### src/rtl/pol2rec.sv
// Iterative CORDIC polar-to-rectangular converter (rotation mode).
// Latches mod/angle on start, then LOAD, 16 micro-rotations, and OUTPUT with a one-cycle done strobe.
module pol2rec #(
    parameter int ITER = 16,
    parameter int FRAC = 6
) (
    input  logic               clk_i,
    input  logic               rst_n_i,
    input  logic               start_i,
    input  logic        [15:0] mod_i,
    input  logic signed [18:0] angle_i,
    output logic               busy_o,
    output logic               done_o,
    output logic signed [17:0] x_o,
    output logic signed [17:0] y_o
);

    typedef enum logic [1:0] {
        S_IDLE,
        S_LOAD,
        S_ROTATE,
        S_OUTPUT
    } state_t;

    localparam logic signed [19:0] DEG90  = 20'sd92160;
    localparam logic signed [19:0] DEG180 = 20'sd184320;
    localparam logic signed [19:0] DEG360 = 20'sd368640;
    localparam logic signed [23:0] RND    = 24'sd1 <<< (FRAC - 1);

    state_t             state_q;
    logic               busy_q, done_q;
    logic        [3:0]  iter_q;
    logic        [15:0] mod_q;
    logic signed [18:0] angle_q;
    logic signed [23:0] x_q, y_q;
    logic signed [19:0] z_q;
    logic signed [17:0] xo_q, yo_q;

    logic        [31:0] prod_d;
    logic signed [23:0] xi_d, x_load_d, x_sh_d, y_sh_d, x_rot_d, y_rot_d, x_rnd_d, y_rnd_d;
    logic signed [19:0] ang_ext_d, ang_wrap_d, z_load_d, atan_d, z_rot_d;

    function automatic logic signed [19:0] atan_lut(input logic [3:0] idx);
        case (idx)
            4'd0:    atan_lut = 20'sd46080;
            4'd1:    atan_lut = 20'sd27203;
            4'd2:    atan_lut = 20'sd14373;
            4'd3:    atan_lut = 20'sd7296;
            4'd4:    atan_lut = 20'sd3662;
            4'd5:    atan_lut = 20'sd1833;
            4'd6:    atan_lut = 20'sd917;
            4'd7:    atan_lut = 20'sd458;
            4'd8:    atan_lut = 20'sd229;
            4'd9:    atan_lut = 20'sd115;
            4'd10:   atan_lut = 20'sd57;
            4'd11:   atan_lut = 20'sd29;
            4'd12:   atan_lut = 20'sd14;
            4'd13:   atan_lut = 20'sd7;
            4'd14:   atan_lut = 20'sd4;
            default: atan_lut = 20'sd2;
        endcase
    endfunction

    always_comb begin
        // Gain pre-compensation: 39797/65536 ~ 1/1.64676, result lands in Q(FRAC)
        prod_d    = {16'd0, mod_q} * 32'd39797;
        xi_d      = $signed(24'(prod_d >> (16 - FRAC)));
        ang_ext_d = {angle_q[18], angle_q};

        ang_wrap_d = ang_ext_d;
        if (ang_ext_d > DEG180)
            ang_wrap_d = ang_ext_d - DEG360;
        else if (ang_ext_d < -DEG180)
            ang_wrap_d = ang_ext_d + DEG360;

        // Fold into +/-90 deg by starting from the negated vector
        z_load_d = ang_wrap_d;
        x_load_d = xi_d;
        if (ang_wrap_d > DEG90) begin
            z_load_d = ang_wrap_d - DEG180;
            x_load_d = -xi_d;
        end else if (ang_wrap_d < -DEG90) begin
            z_load_d = ang_wrap_d + DEG180;
            x_load_d = -xi_d;
        end

        x_sh_d = x_q >>> iter_q;
        y_sh_d = y_q >>> iter_q;
        atan_d = atan_lut(iter_q);
        if (!z_q[19]) begin
            x_rot_d = x_q - y_sh_d;
            y_rot_d = y_q + x_sh_d;
            z_rot_d = z_q - atan_d;
        end else begin
            x_rot_d = x_q + y_sh_d;
            y_rot_d = y_q - x_sh_d;
            z_rot_d = z_q + atan_d;
        end

        x_rnd_d = x_q + RND;
        y_rnd_d = y_q + RND;
    end

    always_ff @(posedge clk_i or negedge rst_n_i) begin
        if (!rst_n_i) begin
            state_q <= S_IDLE;
            busy_q  <= 1'b0;
            done_q  <= 1'b0;
            iter_q  <= 4'd0;
            mod_q   <= 16'd0;
            angle_q <= 19'sd0;
            x_q     <= 24'sd0;
            y_q     <= 24'sd0;
            z_q     <= 20'sd0;
            xo_q    <= 18'sd0;
            yo_q    <= 18'sd0;
        end else begin
            done_q <= 1'b0;
            case (state_q)
                S_IDLE: begin
                    if (start_i) begin
                        mod_q   <= mod_i;
                        angle_q <= angle_i;
                        busy_q  <= 1'b1;
                        state_q <= S_LOAD;
                    end
                end
                S_LOAD: begin
                    x_q     <= x_load_d;
                    y_q     <= 24'sd0;
                    z_q     <= z_load_d;
                    iter_q  <= 4'd0;
                    state_q <= S_ROTATE;
                end
                S_ROTATE: begin
                    x_q    <= x_rot_d;
                    y_q    <= y_rot_d;
                    z_q    <= z_rot_d;
                    iter_q <= iter_q + 4'd1;
                    if (iter_q == 4'(ITER - 1))
                        state_q <= S_OUTPUT;
                end
                S_OUTPUT: begin
                    xo_q    <= 18'(x_rnd_d >>> FRAC);
                    yo_q    <= 18'(y_rnd_d >>> FRAC);
                    done_q  <= 1'b1;
                    busy_q  <= 1'b0;
                    state_q <= S_IDLE;
                end
                default: state_q <= S_IDLE;
            endcase
        end
    end

    assign busy_o = busy_q;
    assign done_o = done_q;
    assign x_o    = xo_q;
    assign y_o    = yo_q;

endmodule

### config.mk
export PLATFORM = sky130hd
export DESIGN_NAME = pol2rec
export DESIGN_NICKNAME = d
export VERILOG_FILES = /design/src/rtl/pol2rec.sv
export SDC_FILE = /design/constraint.sdc
export NUM_CORES = 1
export LEC_CHECK = 0
export CAP_MARGIN = 20
export CELL_PAD_IN_SITES_DETAIL_PLACEMENT = 2
export CELL_PAD_IN_SITES_GLOBAL_PLACEMENT = 2
export CORE_ASPECT_RATIO = 0.9
export CORE_UTILIZATION = 43
export DETAILED_ROUTE_END_ITERATION = 8
export HOLD_SLACK_MARGIN = 0.06
export PLACE_DENSITY_LB_ADDON = 0.1
export SLEW_MARGIN = 20
export SYNTH_ARGS = -nofsm -noshare
export SYNTH_HDL_FRONTEND = slang
export SYNTH_SLANG_ARGS = --single-unit
### constraint.sdc
create_clock -name clk_i -period 12.3 [get_ports clk_i]
set_input_delay 1.23 -clock clk_i [delete_from_list [all_inputs] [get_ports clk_i]]
set_output_delay 1.23 -clock clk_i [all_outputs]
set_load 0.01 [all_outputs]
; Word-level counts from Yosys, hierarchy flattened
; Memory sizes are Yosys's and may differ from the RTL's.
; Index checks and enable logic that the tools add are counted.
[word_totals]
regBits = 147
romBits = 256
in_bits = 38
out_inout_bits = 38
memories = 1
[classes]
addsub = 14
n_mul = 1
n_lt_le_gt_ge = 4
n_eq_ne = 6
shifts = 2
mux = 19
n_reduce_logical = 6
[memory_table]
columns = name, depth, word_bits, rd, rd_ports_with_merged_regs, wr, line_no
row1 = (name not given), 16, 16, 1, 0, 0, 44  ; case (idx)
[op_table]
columns = operator, count
row1 = 20-bit 2-to-1 mux, 5
row2 = 24-bit 2-to-1 mux, 4
row3 = 24-bit one-hot mux with 2 select lines, 2
row4 = 24-bit adder, 2
row5 = 24-bit by 7-bit adder with 24-bit output (second input constant), 2
row6 = 24-bit by 4-bit >>> shifter with 24-bit output, 2
row7 = 24-bit subtractor, 2
row8 = 20-bit one-hot mux with 2 select lines, 1
row9 = 16-bit by 16-bit multiplier with 32-bit output (second input constant), 1
row10 = 22-bit negation with 24-bit output, 1
row11 = 19-bit by 20-bit adder with 20-bit output (second input constant), 1
row12 = 20-bit by 19-bit adder with 20-bit output (second input constant), 1
row13 = 20-bit adder, 1
row14 = 20-bit by 18-bit > comparator with 1-bit output (second input constant), 1
row15 = 20-bit by 18-bit less-than comparator with 1-bit output (second input constant), 1
row16 = 19-bit by 20-bit subtractor with 20-bit output (second input constant), 1
row17 = 20-bit by 19-bit subtractor with 20-bit output (second input constant), 1
row18 = 20-bit subtractor, 1
row19 = 19-bit > comparator (second input constant), 1
row20 = 19-bit less-than comparator (second input constant), 1
row21 = 2-bit one-hot mux with 4 select lines, 1
row22 = 4-bit one-hot mux with 2 select lines, 1
row23 = 2-bit AND reduction, 3
row24 = 4-bit by 1-bit adder with 4-bit output (second input constant), 1
row25 = other kinds (9), 14

; Logic depth before layout (Yosys ltp)
[logic_depth]
depth_word = 7
mapped_depth = 29
mapped_depth_nobuf = 24

; Worst setup path before layout
; Ideal clock, no wire load.
[synth_timing]
path_type = reg2reg
from = register mod_q[6]
to = register x_q[21]
setup_ns = 0.099
arrival_ns = 6.567
required_time_ns = 12.201
setup_slack_ns = 5.633
stages_incl_launch_ff = 25
path_buffers = 0
period_less_slack_ns = 6.667
path_cell_list = dfrtp_1 > inv_1 > fa_1 > fa_1 > inv_1 > fa_1 > inv_1 > fa_1 > inv_1 > fa_1 > inv_1 > fa_1 > inv_1 > ha_1 > a21o_1 > a21oi_1 > and3_1 > a21oi_1 > xor2_1 > nor4_1 > nand3b_1 > nor3_1 > a31oi_1 > xnor2_1 > a311oi_1
[synth_via]
elab_chain_len = 5
[synth_lines]
columns = item, line_no
row1 = from (decl), 33  ; logic [15:0] mod_q;
row2 = from (signal assigned), 122  ; mod_q <= mod_i;
row3 = 16-bit by 16-bit multiplier with 32-bit output (*), 66  ; prod_d = {16'd0, mod_q} * 32'd39797;
row4 = 22-bit negation with 24-bit output, "81, 84"
row5 = 24-bit 2-to-1 mux, 82  ; end else if (ang_wrap_d < -DEG90) begin
row6 = 24-bit 2-to-1 mux (*), 79  ; if (ang_wrap_d > DEG90) begin
row7 = 24-bit one-hot mux with 2 select lines (*), 119  ; case (state_q)
row8 = to (signal assigned), 129  ; x_q <= x_load_d;
row9 = to (signal assigned), 136  ; x_q <= x_rot_d;
row10 = to (decl), 35  ; logic signed [23:0] x_q, y_q;
; Every way passes the cells marked *; elsewhere a longest branch is shown, timed or not.
; A chain may end at the register's enable or synchronous reset.

; Worst setup path after layout
[layout_timing]
from = register mod_q[8]
to = register x_q[21]
; The elaborated chain is that of the path after synthesis.

==> flow_summary_export.csv <==
group,metric,value,unit
drt,vias,16500,
synth,synthesis.area,19200,um^2
cts,cts_hold_buf,0,
cts,clock_sinks,147,
worst_setup_path,path_class,"reg2reg",
cells_and_area,nNetsFinal,2537,
floorplanning,ios,76,
drt,drc,0,
worst_setup_path,crit_end,"x_q[21]",
synth,synthFlopType,"dfrtp_1",
worst_setup_path,rr_worst_depth,24,
synth,synth_fp_nets,2524,
drt,wirelength,66600,um
synth,syn_avg_cell_area,8.85,um^2
grt,grt_pass1_wl,107000,um
synth,ys_warn_count,0,
job,maxCapViolCount,0,
worst_setup_path,reg2reg_to,"x_q[21]",
sta,fin_skew,0.0230,ns
synth,async_flop_share,100,%
sta,relSlewSlack,35.1,%
cts,clk_latency,0.51,ns
drt,ant_nets,0,
cells_and_area,fin_cells,2798,
sta,finalSetupViolCount,0,
floorplanning,initial_utilization,43.6,%
run_status,status,"finished, final reports clean",
synth,yosysSeqAreaShare,19.1,%
worst_setup_path,max_stage_delay,0.65,ns
synth,synth_edf_count,0,
cts,post_cts_resized,0,
floorplanning,coreArea,44100,um^2
cts,cts_setup_buffers,0,
sta,grt_setup_unrepaired,"no",
grt,grt_pass1_vias,18900,
cells_and_area,syn_to_final_growth,9.83,%
sta,final.setup.tns,0,ns
cells_and_area,drive_above_1_share,8.14,%
place,gp_congestion,0.874,
worst_setup_path,end_kind,"register",
grt,grt_start_max_net_pins,88,
cts,cts.htree.levels,4,
worst_setup_path,cp-startpoint,"mod_q[8]",
floorplanning,dieArea,45600,um^2
grt,overflow,0,
worst_setup_path,worstSetupStartpointType,"register",
sta,post-route-min-period,7.64,ns
worst_setup_path,cpMaxStageDelayCell,"nor3_1",
worst_setup_path,critPathArrivalTime,8.05,ns
drt,drt-wirelength-per-cell,23.8,um
synth,yosysUniqueCellTypes,72,
cts,cts_tree,"built",
grt,antenna_found_initial,0,
cts,clk_pin_slew_worst_paths,0.07,ns
cts,clk_root_buffer_cell,"clkbuf_16",
cts,numCtsBuffers,17,
sta,whs,0.508,ns
worst_setup_path,reg2reg_slack,4.66,ns
cells_and_area,final_common_cell,"inv_1",
worst_setup_path,required,12.70,ns
cells_and_area,antennaDiodeCount,0,
place,dp_cells,2766,
worst_hold_path,worstHoldPathType,"reg2reg",
worst_setup_path,cp_cell_sequence,"inv_1 > fa_1 > fa_1 > inv_1 > fa_1 > inv_1 > fa_1 > inv_1 > fa_1 > inv_1 > fa_1 > inv_1 > ha_1 > a21o_1 > a21oi_1 > and3_1 > a21oi_1 > xor2_1 > nor4_1 > nand3b_1 > nor3_1 > a31oi_1 > xnor2_1 > a311oi_1",
sta,period_share,62.1,%
grt,grt.total_usage,30.2,%
sta,tightest_slew,0.974,ns
drt,first_pass_iters,5,
sta,max_freq,0.131,GHz
floorplanning,fp-row-count,73,
drt,avgViaCountPerCell,5.90,
place,dp_slack,4.60,ns
sta,fin_ws,4.66,ns
synth,netlist_instances,2172,
floorplanning,dieHeight,203,um
worst_setup_path,reg2reg_from,"mod_q[8]",
worst_setup_path,cp_max_fo,7,
sta,hold_viol_final,0,
cells_and_area,mostFrequentLayoutCells,"233 x inv_1, 206 x ha_1, 196 x a21oi_1",
floorplanning,die_x,225,um
place,portBuffers,75,
place,dp_hpwl,52000,um
cts,clockBufferDepth,2,
sta,slew_violations,0,
drt,drt_iter0_drc,712,
cells_and_area,num-fill-cells,4827,
synth,ys_ff_latch,147,
[cells by family after synthesis]
logic type	synth area share, %
xor gates and xnor gates	8.65
buffers and inverters	6.77
DFF	19.1
adders and majority gates	24.5
muxes	12.1
AOI/OAI and AO/OA	16.5
and+or+nand+nor	12.3
[metrics by stage]
stage	utilization (%)	area, um^2
2_1_floorplan	-	19200
3_3_place_gp	46.4	20500
3_5_place_dp	46.4	20500
4_1_cts	47.9	21100
5_1_grt	47.9	21100
6_report	47.9	21100
[routing by layer]
layer	wire (um)	part of all wire (%)	up-vias	GRT usage (%)
met1	28600	43	8571	36.9
met4	2210	3.3	0	11.7
met5	0	0	-	0
met2	34500	52	219	54.0
met3	1360	2.0	114	3.75
li1	-	-	7613	-
[flip-flops by register name (all words and copies together), names as in the netlist]
register	cells
x_q	24
y_q	24
z_q	20
angle_q	19
x_o	18
y_o	18
mod_q	16
iter_q	4
state_q	2
busy_o	1
done_o	1
[worst max-delay path, delay by kind of cell (launching register included)]
family	cells	cell delay, ns
simple gates	4	1.57
buf+inv	6	0.51
flops	1	0.54
fa+ha+maj	7	3.45
compound gates	5	1.07
xor+xnor	2	0.38
[final cells by class]
cell class              instances  area [um^2]  share of cell area (%)
repair buffers                 91          872                    4.13
well taps                     600          751                    3.56
clock inverters                13          198                   0.936
flip-flops and latches        147         3680                    17.4
inverters                     240          901                    4.27
clock buffers                  19          443                    2.10
multi-input cells            1688        14300                    67.6
[Yosys cell counts, types with 16 or more instances]
cell / instances / area share [%]
nand3_1: 42 / 1.1
a21o_1: 43 / 1.7
and3_1: 19 / 0.62
buf_1: 17 / 0.33
fa_1: 105 / 11
inv_1: 233 / 4.5
clkbuf_1: 65 / 1.3
xnor2_1: 120 / 5.5
dfrtp_1: 147 / 19
ha_1: 209 / 14
o22ai_1: 24 / 0.78
xor2_1: 70 / 3.2
nor3_1: 31 / 0.81
mux2_2: 53 / 3.1
nand2_1: 144 / 2.8
a211oi_1: 16 / 0.62
o21ai_0: 86 / 2.2
a31oi_1: 24 / 0.78
a21oi_1: 196 / 5.1
mux4_2: 55 / 6.4
nor2_1: 177 / 3.5
mux2i_1: 47 / 2.4
[worst min-delay path by stage]
| stage | startpoint | to | slack [ns] | cells after the start |
|---|---|---|---|---|
| after detailed placement | x_o[0] | x_o[0] | 0.50 | 1 |
| after global routing | y_o[0] | y_o[0] | 0.55 | 1 |
| final | x_o[0] | x_o[0] | 0.51 | 1 |
| after global placement | x_o[0] | x_o[0] | 0.49 | 1 |
| after floorplan | z_q[12] | z_q[12] | 0.48 | 2 |
| after CTS | x_o[0] | x_o[0] | 0.51 | 1 |
Power is not shown: default switching activity piles up to over one toggle a cycle in this logic, so the estimate is an artifact.
